`config.mk`:
```
export PLATFORM = sky130hd
export DESIGN_NAME = lvl_gen_flat
export DESIGN_NICKNAME = d
export VERILOG_FILES = /design/src/rtl/lvl_gen_if.sv /design/src/rtl/lvl_gen.sv /design/src/flat_wrapper.sv
export SDC_FILE = /design/constraint.sdc
export NUM_CORES = 1
export LEC_CHECK = 0
export CAP_MARGIN = 15
export CELL_PAD_IN_SITES_DETAIL_PLACEMENT = 1
export CELL_PAD_IN_SITES_GLOBAL_PLACEMENT = 2
export CORE_MARGIN = 8
export CORE_UTILIZATION = 31
export DETAILED_ROUTE_END_ITERATION = 8
export PLACE_DENSITY = 0.78
export REMOVE_ABC_BUFFERS = 1
export SYNTH_ARGS = -nofsm -noshare
export SYNTH_HDL_FRONTEND = slang
export SYNTH_SLANG_ARGS = --single-unit
```
`constraint.sdc`:
```
create_clock -name clk -period 1.9 [get_ports clk]
set_clock_uncertainty 0.15 [all_clocks]
set_input_delay 0.475 -clock clk [delete_from_list [all_inputs] [get_ports clk]]
set_output_delay 0.475 -clock clk [all_outputs]
set_load 0.02 [all_outputs]
```
`src/rtl/lvl_gen_if.sv`:
```
// Handshake bundle between a pulse producer/level consumer and lvl_gen.
// The master side drives events and acknowledges; the slave side is the converter.
interface lvl_gen_if #(
    parameter int CNT_W = 2
);
    logic             pulse_sig;
    logic             lvl_ack;
    logic             lvl_sig;
    logic [CNT_W-1:0] pending;
    logic             busy;
    logic             timeout_err;
    logic             overflow;

    modport master (
        output pulse_sig,
        output lvl_ack,
        input  lvl_sig,
        input  pending,
        input  busy,
        input  timeout_err,
        input  overflow
    );

    modport slave (
        input  pulse_sig,
        input  lvl_ack,
        output lvl_sig,
        output pending,
        output busy,
        output timeout_err,
        output overflow
    );
endinterface

```
`src/rtl/lvl_gen.sv`:
```
// Pulse-to-level converter: each event becomes a held level request that lasts
// until acknowledged (bounded by MIN_HOLD/TIMEOUT), with queued replay and a low gap.
module lvl_gen #(
    parameter int MIN_HOLD = 4,
    parameter int TIMEOUT  = 16,
    parameter int GAP      = 2,
    parameter int CNT_W    = 2
) (
    input  logic      clk,
    input  logic      reset_n,
    lvl_gen_if.slave  bus
);

    typedef enum logic [1:0] {
        S_IDLE,
        S_HOLD,
        S_GAP
    } state_e;

    localparam int HOLD_MAX = (TIMEOUT > MIN_HOLD) ? TIMEOUT : MIN_HOLD;
    localparam int HC_W     = $clog2(HOLD_MAX + 1);
    localparam int GC_W     = $clog2(GAP + 1);

    localparam logic [HC_W-1:0]  MIN_HOLD_C = HC_W'(MIN_HOLD);
    localparam logic [HC_W-1:0]  TIMEOUT_C  = HC_W'(TIMEOUT);
    localparam logic [HC_W-1:0]  HOLD_MAX_C = HC_W'(HOLD_MAX);
    localparam logic [GC_W-1:0]  GAP_C      = GC_W'(GAP);
    localparam logic [CNT_W-1:0] PEND_MAX   = '1;

    state_e           state_q;
    logic             lvl_q;
    logic             busy_q;
    logic             timeout_err_q;
    logic             overflow_q;
    logic             ack_seen_q;
    logic [HC_W-1:0]  hold_cnt_q;
    logic [GC_W-1:0]  gap_cnt_q;
    logic [CNT_W-1:0] pending_q;
    logic [CNT_W-1:0] pending_d;
    logic             overflow_d;

    logic ack_now;
    logic hold_done;
    logic hold_tmo;
    logic gap_run;
    logic restart;
    logic queue_evt;

    assign ack_now   = bus.lvl_ack | ack_seen_q;
    assign hold_done = ack_now && (hold_cnt_q >= MIN_HOLD_C);
    assign hold_tmo  = (TIMEOUT != 0) && (hold_cnt_q == TIMEOUT_C) && !ack_now;
    assign gap_run   = gap_cnt_q < GAP_C;
    assign restart   = (state_q == S_GAP) && !gap_run &&
                       ((pending_q != '0) || bus.pulse_sig);

    // A pulse is queued unless it is the event that starts a level this cycle.
    assign queue_evt = bus.pulse_sig &&
                       ((state_q == S_HOLD) || ((state_q == S_GAP) && gap_run));

    // NOTE: every output of this always_comb gets a default first so no path
    // leaves a value unassigned, which would otherwise infer a latch.
    always_comb begin
        pending_d  = pending_q;
        overflow_d = 1'b0;
        if (queue_evt) begin
            if (pending_q == PEND_MAX) begin
                overflow_d = 1'b1;
            end else begin
                pending_d = pending_q + 1'b1;
            end
        end else if (restart && (pending_q != '0) && !bus.pulse_sig) begin
            pending_d = pending_q - 1'b1;
        end
    end

    // NOTE: state is updated with non-blocking assignments so every register
    // samples the pre-edge values, independent of statement order.
    always_ff @(posedge clk or negedge reset_n) begin
        if (!reset_n) begin
            state_q       <= S_IDLE;
            lvl_q         <= 1'b0;
            busy_q        <= 1'b0;
            timeout_err_q <= 1'b0;
            overflow_q    <= 1'b0;
            ack_seen_q    <= 1'b0;
            hold_cnt_q    <= '0;
            gap_cnt_q     <= '0;
            pending_q     <= '0;
        end else begin
            timeout_err_q <= 1'b0;
            overflow_q    <= overflow_d;
            pending_q     <= pending_d;

            unique case (state_q)
                S_IDLE: begin
                    if (bus.pulse_sig) begin
                        state_q    <= S_HOLD;
                        lvl_q      <= 1'b1;
                        busy_q     <= 1'b1;
                        hold_cnt_q <= HC_W'(1);
                        ack_seen_q <= 1'b0;
                    end
                end

                S_HOLD: begin
                    if (hold_done) begin
                        state_q   <= S_GAP;
                        lvl_q     <= 1'b0;
                        gap_cnt_q <= GC_W'(1);
                    end else if (hold_tmo) begin
                        state_q       <= S_GAP;
                        lvl_q         <= 1'b0;
                        gap_cnt_q     <= GC_W'(1);
                        timeout_err_q <= 1'b1;
                    end else begin
                        // Saturate so a disabled timeout never wraps the counter.
                        if (hold_cnt_q != HOLD_MAX_C) begin
                            hold_cnt_q <= hold_cnt_q + 1'b1;
                        end
                        if (bus.lvl_ack) begin
                            ack_seen_q <= 1'b1;
                        end
                    end
                end

                S_GAP: begin
                    if (gap_run) begin
                        gap_cnt_q <= gap_cnt_q + 1'b1;
                    end else if (restart) begin
                        state_q    <= S_HOLD;
                        lvl_q      <= 1'b1;
                        hold_cnt_q <= HC_W'(1);
                        ack_seen_q <= 1'b0;
                    end else begin
                        state_q <= S_IDLE;
                        busy_q  <= 1'b0;
                    end
                end

                default: begin
                    state_q <= S_IDLE;
                    lvl_q   <= 1'b0;
                    busy_q  <= 1'b0;
                end
            endcase
        end
    end

    assign bus.lvl_sig     = lvl_q;
    assign bus.pending     = pending_q;
    assign bus.busy        = busy_q;
    assign bus.timeout_err = timeout_err_q;
    assign bus.overflow    = overflow_q;

endmodule
```
`src/flat_wrapper.sv`:
```
// flat-port wrapper written by rule: the top's interface ports become plain ports
module lvl_gen_flat 
#(
    parameter int MIN_HOLD = 4,
    parameter int TIMEOUT  = 16,
    parameter int GAP      = 2,
    parameter int CNT_W    = 2
)
  (clk, reset_n, bus_pulse_sig, bus_lvl_ack, bus_lvl_sig, bus_pending, bus_busy, bus_timeout_err, bus_overflow);
  lvl_gen_if #(.CNT_W(CNT_W)) bus_i ();
  input  logic clk;
  input  logic reset_n;
  input wire logic [$bits(bus_i.pulse_sig)-1:0] bus_pulse_sig;
  input wire logic [$bits(bus_i.lvl_ack)-1:0] bus_lvl_ack;
  output wire logic [$bits(bus_i.lvl_sig)-1:0] bus_lvl_sig;
  output wire logic [$bits(bus_i.pending)-1:0] bus_pending;
  output wire logic [$bits(bus_i.busy)-1:0] bus_busy;
  output wire logic [$bits(bus_i.timeout_err)-1:0] bus_timeout_err;
  output wire logic [$bits(bus_i.overflow)-1:0] bus_overflow;
  assign bus_i.pulse_sig = bus_pulse_sig;
  assign bus_i.lvl_ack = bus_lvl_ack;
  assign bus_lvl_sig = bus_i.lvl_sig;
  assign bus_pending = bus_i.pending;
  assign bus_busy = bus_i.busy;
  assign bus_timeout_err = bus_i.timeout_err;
  assign bus_overflow = bus_i.overflow;
  lvl_gen #(.MIN_HOLD(MIN_HOLD), .TIMEOUT(TIMEOUT), .GAP(GAP), .CNT_W(CNT_W)) u_core (.clk(clk), .reset_n(reset_n), .bus(bus_i));
endmodule
```
==> results.md, run 1 <==
Status:
- The run finished, with violations left.
- The checks that failed: negative setup slack.

Placed design:
- The setup slack after placement is -270.7 ps.
- The final weighted congestion of routability-driven global placement is 0.8164.
- The post-detailed-placement half-perimeter wirelength is 1970 um.
- The count of buffers from port buffering is 9.
- After detailed placement, the total cell area comes to 1212 um^2.
- The placed instance count is 157.

Drt:
- Once detail routing completed, the nets flagged for antenna violations numbered 0.
- The starting DRC count in detailed routing is 27.
- The number of vias after detailed routing is 887.
- The number of detailed-routing iterations run before antenna repair is 4.
- Dividing the detail-routed wire length by the instance count gives 15.84 um.
- The post-detailed-route DRC marker count is 0.
- The detailed-route vias per instance is 5.376.
- The final layout contains routed wiring with a total length of 2613 um.

Critical path:
- Of all nets on the critical path, the largest fanout is 5.
- STA classifies the critical path startpoint as a register.
- The required arrival time at the worst endpoint is 1920 ps.
- The most critical setup path has its startpoint at u_core.hold_cnt_q[0]$_DFFE_PN0P_.
- The startpoint identified for the worst register-to-register timing path is u_core.hold_cnt_q[0]$_DFFE_PN0P_.
- By startpoint and endpoint, the worst setup path is classified as register to register.
- The worst register-to-register path has a setup slack of -70 ps.
- The endpoint identified for the worst register-to-register timing path is u_core.hold_cnt_q[2]$_DFFE_PN0P_.
- Data arrives at the worst endpoint at 1990 ps.
- The category of the worst setup path capture point is a register.
- The number of cells on the worst reg-to-reg path is 7.

Finish:
- The fraction of layout cells with a size suffix above 1 is 0.3333.
- Summing all multi-input logic gate instances after layout gives 574.3 um^2.
- Once layout is complete, the utilization of the core stands at 0.4521.
- The number of antenna diodes in the final layout is 0.
- The combined flip-flop and latch cell area is 400.4 um^2.
- The fill cell instance count of the final layout is 355.
- The area growth from synthesis to layout is 41.64%.
- The post-route cell area is 1358 um^2.
- The count of nets after finishing is 144.
- The finished layout holds 165 standard cells, fillers aside.

STA:
- The number of hold violations in the final report came to 0.
- The worst path in the final design needs a cycle of 1973 ps, including I/O delays and setup.
- In the post-route analysis, the smallest setup slack over all paths is -72.50 ps.
- The remaining max-slew budget at the tightest pin is 0.7752.
- Dividing the final minimum period by the clock period gives 1.038.
- The post-route setup TNS is -262.9 ps.
- Across all hold checks on the routed design, the worst slack comes to 350.8 ps.
- The final number of max-transition violations is 0.
- The transition time at the pin with the least slew margin is 337.2 ps.
- Setup repair after global routing could not meet its margin everywhere.
- Setup violations remaining at the end of the flow were counted as 7.
- The maximum clock frequency is 507.0 MHz.

Logic synthesis:
- The biggest area consumer among synthesized cells is sky130_fd_sc_hd__dfrtp_1.
- The total of warnings raised by yosys is 0.
- The number of unique standard cell types used by synthesis is 39.
- Of the post-synthesis cell area, the dominant cell type holds 0.4178.
- The share of the Yosys chip area taken by registers is 0.4178.
- Ranked by instance count, the synthesized netlist is headed by sky130_fd_sc_hd__dfrtp_1 (16), sky130_fd_sc_hd__nor2_1 (9), sky130_fd_sc_hd__ha_1 (7), sky130_fd_sc_hd__inv_1 (7), sky130_fd_sc_hd__nand2_1 (7).
- The most common cell in the synthesized netlist is sky130_fd_sc_hd__dfrtp_1.
- The number of standard cells after synthesis is 99.
- In this run the cell area of the synthesized design comes to 958.4 um^2.
- After synthesis, the share of flip-flops with an asynchronous set or reset is 1.000.
- The synthesized design contains 0 enable-type register cells.
- Among all flip-flop cells after synthesis, the most frequent one is sky130_fd_sc_hd__dfrtp_1.
- The synthesized design contains 16 register bits.
- By area the synthesized netlist is led by sky130_fd_sc_hd__dfrtp_1 (42%), sky130_fd_sc_hd__ha_1 (9.1%), sky130_fd_sc_hd__nor2_1 (3.5%).
- A synthesized cell averages 9.681 um^2.

Die:
- The number of rows created at floorplan is 20.
- 10 I/O pins were placed.
- Measured along the y axis, the die boundary spans 71.60 um.
- The overall die area is 5127 um^2.
- The core region is 3003 um^2.
- The effective utilization at floorplan is 0.3192.
- The die boundary width is 71.60 um.

Global routing:
- The pin count of the biggest net entering global routing is 17.
- The first global-routing pass estimated 4512 um of wire.
- In the global route stage, overall resource usage came out at 0.1078.
- The number of antenna violations at the first check in global routing was 0.
- The global-route congestion overflow total is 0.
- The number of global-route vias before repair is 968.

Power:
- The peak supply drop is 0.6501 mV.
- The design draws 2.587 mW.
- In this run the power density over the cells is 1906 nW/um^2.
- For this design the static power due to leakage is 0.6614 nW.

Clock tree:
- The clock slew seen by the registers of the worst setup and hold paths is 100 ps.
- The number of clock buffers inserted by TritonCTS is 3.
- The clock drives 16 sinks.
- The later pin in the worst-skew pair is clocked with a latency of 280 ps.
- The longest clock path from root to sink contains 2 buffers.
- The cts-stage hold buffer count is 0.
- Clock tree synthesis selected as its root buffer the cell sky130_fd_sc_hd__clkbuf_4.
- CTS built an H-tree with a depth of 1.
- TritonCTS built the clock tree.

Run:
- The total of max-cap violations is 0.

Min path:
- The classification of the worst-slack hold path is input pin to asynchronous set/reset pin.
==> layout by cell type (no fill, tap or decap), types with 3 or more instances in the layout <==
cell,n
sky130_fd_sc_hd__buf_4,20
sky130_fd_sc_hd__buf_6,3
sky130_fd_sc_hd__clkbuf_4,3
sky130_fd_sc_hd__clkdlybuf4s50_1,4
sky130_fd_sc_hd__dfrtp_1,16
sky130_fd_sc_hd__dlymetal6s2s_1,3
sky130_fd_sc_hd__ha_1,5
sky130_fd_sc_hd__inv_1,7
sky130_fd_sc_hd__nand2_1,7
sky130_fd_sc_hd__nand3_1,3
sky130_fd_sc_hd__nor2_1,9
sky130_fd_sc_hd__nor3_1,4
sky130_fd_sc_hd__o21ai_0,5
==> layout make-up <==
cell class                 instances  area share
sequential                        16      0.2949
inverter                           7     0.01935
multi-input combinational         73      0.4230
timing repair buffer              32      0.2055
tap                               33     0.03041
clock buffer                       4     0.02673
==> repair_timing <==
action	4_1_cts	5_1_grt
cloned	1	0
setup buffers	1	2
setup endpoints to repair	12	14
pin swaps	3	4
endpoints found under the hold margin	0	0
gates resized for setup	6	16
==> how the worst max path moves through the flow <==
stage	to	slack, ps	cells past startpoint
3_3_place_gp	u_core.bus.busy$_DFFE_PN0P_	-240	5
6_report	u_core.hold_cnt_q[2]$_DFFE_PN0P_	-70	7
4_1_cts	u_core.hold_cnt_q[2]$_DFFE_PN0P_	-70	7
5_1_grt	u_core.hold_cnt_q[2]$_DFFE_PN0P_	-160	6
3_5_place_dp	u_core.bus.busy$_DFFE_PN0P_	-270	5
2_1_floorplan	u_core.hold_cnt_q[2]$_DFFE_PN0P_	-180	6
==> registers in the layout (all words and copies together) (netlist names) <==
signal,flops
u_core.hold_cnt_q,5
u_core.bus.pending,2
u_core.gap_cnt_q,2
u_core.state_q,2
u_core.ack_seen_q,1
u_core.bus.busy,1
u_core.bus.lvl_sig,1
u_core.bus.overflow,1
u_core.bus.timeout_err,1
==> logic make-up (layout without fill, tap and decap cells) <==
kind of cell | count (synthesis) | count (layout) | share of synthesized area
compound gates | 27 | 27 | 0.2154
simple gates | 37 | 37 | 0.2050
flops | 16 | 16 | 0.4178
mux | 2 | 2 | 0.02219
fa+ha+maj | 7 | 7 | 0.09138
buf+inv | 10 | 43 | 0.04830
==> worst max-delay path, cell delays in order (launching register included) <==
cell and delay (ps):
sky130_fd_sc_hd__dfrtp_1 390, sky130_fd_sc_hd__inv_1 60, sky130_fd_sc_hd__ha_2 160, sky130_fd_sc_hd__or3b_4 380, sky130_fd_sc_hd__a22oi_2 220, sky130_fd_sc_hd__buf_6 170
sky130_fd_sc_hd__nor2_4 40, sky130_fd_sc_hd__a221o_1 290
==> power by group <==
part	internal, mW	total [mW]	switching [mW]
clock network	0.116	0.228	0.112
registers	0.489	0.659	0.171
logic	0.884	1.70	0.815
total	1.49	2.59	1.10
==> layer usage <==
layer / global-route usage / part of all wire / vias up / wire (um)
met5: 0 / 0 / - / 0
met2: 0.1913 / 0.51 / 14 / 1345
li1: - / - / 427 / -
met1: 0.1235 / 0.44 / 444 / 1139
met4: 0.02041 / 0.0054 / 0 / 14
met3: 0.03347 / 0.044 / 2 / 114
(Power assumes the default switching activity.)
==> inputs of run 2 (changes only) <==
- PLACE_DENSITY: 0.78 -> unset
- PLACE_DENSITY_LB_ADDON: unset -> 0.1
- RECOVER_POWER: unset -> 25
==> run 2 against run 1 <==
The flow now finishes without violations. Flip-flop and latch count did not move. Cell area fell by 3.2%. Wire length fell by 4.3%. Sequential share of layout area rose by 0.98 points. Sequential power fell by 8.0%. Global-route usage barely moved. Maximum frequency rose by 4.2%.
==> results.md, run 2 (synthesized netlist as in run 1, its figures left out) <==
Finish:
- The fill cell instance count of the final layout is 344 (-3.1%).
- The combined flip-flop and latch cell area was 400.4 um^2 (unchanged).
- The library cells used most frequently in the layout, excluding fill and tap cells, are sky130_fd_sc_hd__buf_4 (22), sky130_fd_sc_hd__dfrtp_1 (16), sky130_fd_sc_hd__nor2_1 (9).
- The fraction of layout cells with a size suffix above 1 was 0.3008 (-0.03258).
- The total area of multi-input combinational cells is 541.8 um^2 (-5.7%).
- The fraction of the core area covered by cells at the end of the flow came to 0.4375 (-0.01458).
- The number of flip-flops in the largest register is 5 (unchanged).
- The number of antenna cells inserted came to 0 (unchanged).
- The count of nets after finishing is 145 (+0.69%).
- The top register by number of flip-flops is u_core.hold_cnt_q.
- Compared with the post-synthesis result, the final layout area differs by 37.08%.
- The most common cell after layout, fill and taps aside is sky130_fd_sc_hd__buf_4.

Die:
- The number of rows created at floorplan is 20 (unchanged).
- The effective utilization at floorplan was 0.3192 (unchanged).
- The overall die area came to 5127 um^2 (unchanged).
- The core box area is 3003 um^2 (unchanged).
- The die boundary width is 71.60 um (unchanged).
- The boundary pin count is 10 (unchanged).
- The die outline height came to 71.60 um (unchanged).

Global routing:
- The met3 demand-to-capacity share in global routing is 0.02371 (-0.009763).
- The met2 usage was 0.1751 (-0.01619).
- The global routing met1 resource utilization was 0.1265 (+0.003064).
- The number of global-route vias before repair is 905 (-6.5%).
- The number of antenna violations at the first check in global routing is 0 (unchanged).
- The global routing stage identified its most utilized layer as met2.
- The pin count of the biggest net entering global routing came to 17 (unchanged).
- The global-route wire length before repair is 4284 um (-5.1%).
- The overall track demand over capacity in global routing is 0.1075 (-0.0003511).
- The global-route congestion overflow total was 0 (unchanged).

Critical path:
- The worst setup path is captured at a register.
- The biggest fanout along the worst timing path was 5 (unchanged).
- The critical path starts at u_core.state_q[0]$_DFFE_PN0P_.
- The number of cells on the worst reg-to-reg path was 6 (-1).
- The arrival time reported for the critical path endpoint was 1930 ps (-60 ps).
- The reg-to-reg critical path startpoint is u_core.state_q[0]$_DFFE_PN0P_.
- The required arrival time at the worst endpoint is 1940 ps (+20 ps).
- The type of the setup path with the least slack is register to register.
- The worst setup path is launched from a register.

Drt:
- The detailed-route vias per instance is 5.139 (-4.4%).
- The starting DRC count in detailed routing was 12 (-56%).
- The number of vias after detailed routing is 853 (-3.8%).
- The final wirelength is 2501 um (-4.3%).
- The final antenna-violating net count is 0 (unchanged).
- The number of detailed-routing iterations run before antenna repair is 4 (unchanged).
- The post-detailed-route DRC marker count is 0 (unchanged).
- The routed wire length per instance came to 15.07 um (-4.9%).

STA:
- The final period demand of the worst path was 1894 ps (-78.64 ps).
- The number of hold violations in the final report is 0 (unchanged).
- The smallest hold slack is 371.6 ps (+20.82 ps).
- The fraction of the cycle the final worst path needs is 0.9968 (-0.04139).
- Setup repair after global routing could not meet its margin everywhere.
- The final number of max-transition violations is 0 (unchanged).
- The maximum clock frequency was 528.0 MHz (+4.2%).
- The setup violation total in the final timing report is 0 (-7).
- The remaining max-slew budget at the tightest pin is 0.3641 (-0.4111).
- The transition time at the pin with the least slew margin is 953.8 ps (+616.6 ps).

Clock tree:
- The clock slew seen by the registers of the worst setup and hold paths was 110 ps (about the same).
- The clock insertion delay at the later pin of the skew report is 290 ps (about the same).
- The number of clock buffers inserted by TritonCTS is 3 (unchanged).
- TritonCTS built the clock tree.
- CTS placed an instance of sky130_fd_sc_hd__clkbuf_4 at the clock tree root.
- The number of buffers on the longest clock path is 2 (unchanged).
- The number of sinks on the clock net is 16 (unchanged).
- The number of H-tree levels was 1 (unchanged).

Placed design:
- The count of buffers from port buffering was 9 (unchanged).
- The final weighted congestion of routability-driven global placement is 0.7910 (-3.1%).
- The post-detailed-placement half-perimeter wirelength came to 1980 um (+0.49%).

Run:
- The total of max-cap violations is 0 (unchanged).

Power:
- The power density of the placed cells is 1779 nW/um^2 (-6.6%).
- The leakage power summed over all cells is 0.6401 nW (-3.2%).
- The peak supply drop was 0.5042 mV (-22%).

Status:
- The run finished with clean final reports.

Min path:
- The tightest min-delay check is of the register to register type.
- The depth of the worst hold-timing path is 1.
- The launch instance of the worst min-delay path is u_core.bus.busy$_DFFE_PN0P_.
-- run 2: timing repair --
item                                    4_1_cts  5_1_grt
endpoints found under the setup margin       10       11
gates resized for setup                       9        5
hold buffers                                  0        0
buffers inserted                              1        0
pin swaps                                     3        1
-- run 2: per-layer routing --
| layer | wire (um) | share of wire | vias to the layer above |
|---|---|---|---|
| met5 | 0 | 0 | - |
| met4 | 42 | 0.017 | 0 |
| met3 | 73 | 0.029 | 4 |
| met2 | 1236 | 0.49 | 10 |
| met1 | 1148 | 0.46 | 415 |
| li1 | - | - | 424 |
-- run 2: final cells by class --
class,instances,share of cell area
repair buffers,33,0.2038
multi-input cells,73,0.4124
flip-flops and latches,16,0.3048
clock buffers,4,0.02762
inverters,7,0.02000
well taps,33,0.03143
-- run 2: worst paths after layout --
path,end,slack (ps)
max,u_core.hold_cnt_q[4]$_DFFE_PN0P_,6
max reg2reg,u_core.hold_cnt_q[4]$_DFFE_PN0P_,6
min reg2reg,u_core.bus.busy$_DFFE_PN0P_,370
min,u_core.bus.busy$_DFFE_PN0P_,370
min in group asynchronous,u_core.gap_cnt_q[0]$_DFFE_PN0P_,680
max in group asynchronous,u_core.bus.timeout_err$_DFF_PN0_,340
-- run 2: stage by stage --
stage	setup WS [ps]	total power [mW]	instances	TNS [ps]	cell area, um^2
after CTS	-11.50	2.374	166	-17.91	1305
final	6.141	2.337	166	0	1314
after floorplan	-177.3	1.422	96	-562.8	938.4
after global routing	-63.92	2.543	166	-322.4	1314
after detailed placement	-269.7	2.079	161	-2131	1242
after global placement	-235.9	2.045	161	-1903	1242
-- run 2: where the power goes --
part	internal (mW)	switching, mW	total (mW)	leakage (nW)
registers	0.489	0.117	0.606	0.196
clock network	0.117	0.122	0.239	0.0210
logic	0.757	0.735	1.49	0.423
total	1.36	0.974	2.34	0.640
-- run 2: critical path, cell delays in order, from the launching register on --
cell and delay [ps]:
sky130_fd_sc_hd__dfrtp_1 430, sky130_fd_sc_hd__inv_2 110, sky130_fd_sc_hd__ha_1 170, sky130_fd_sc_hd__nor2_1 60, sky130_fd_sc_hd__or2_2 270, sky130_fd_sc_hd__a21o_2 250
sky130_fd_sc_hd__a221o_1 350
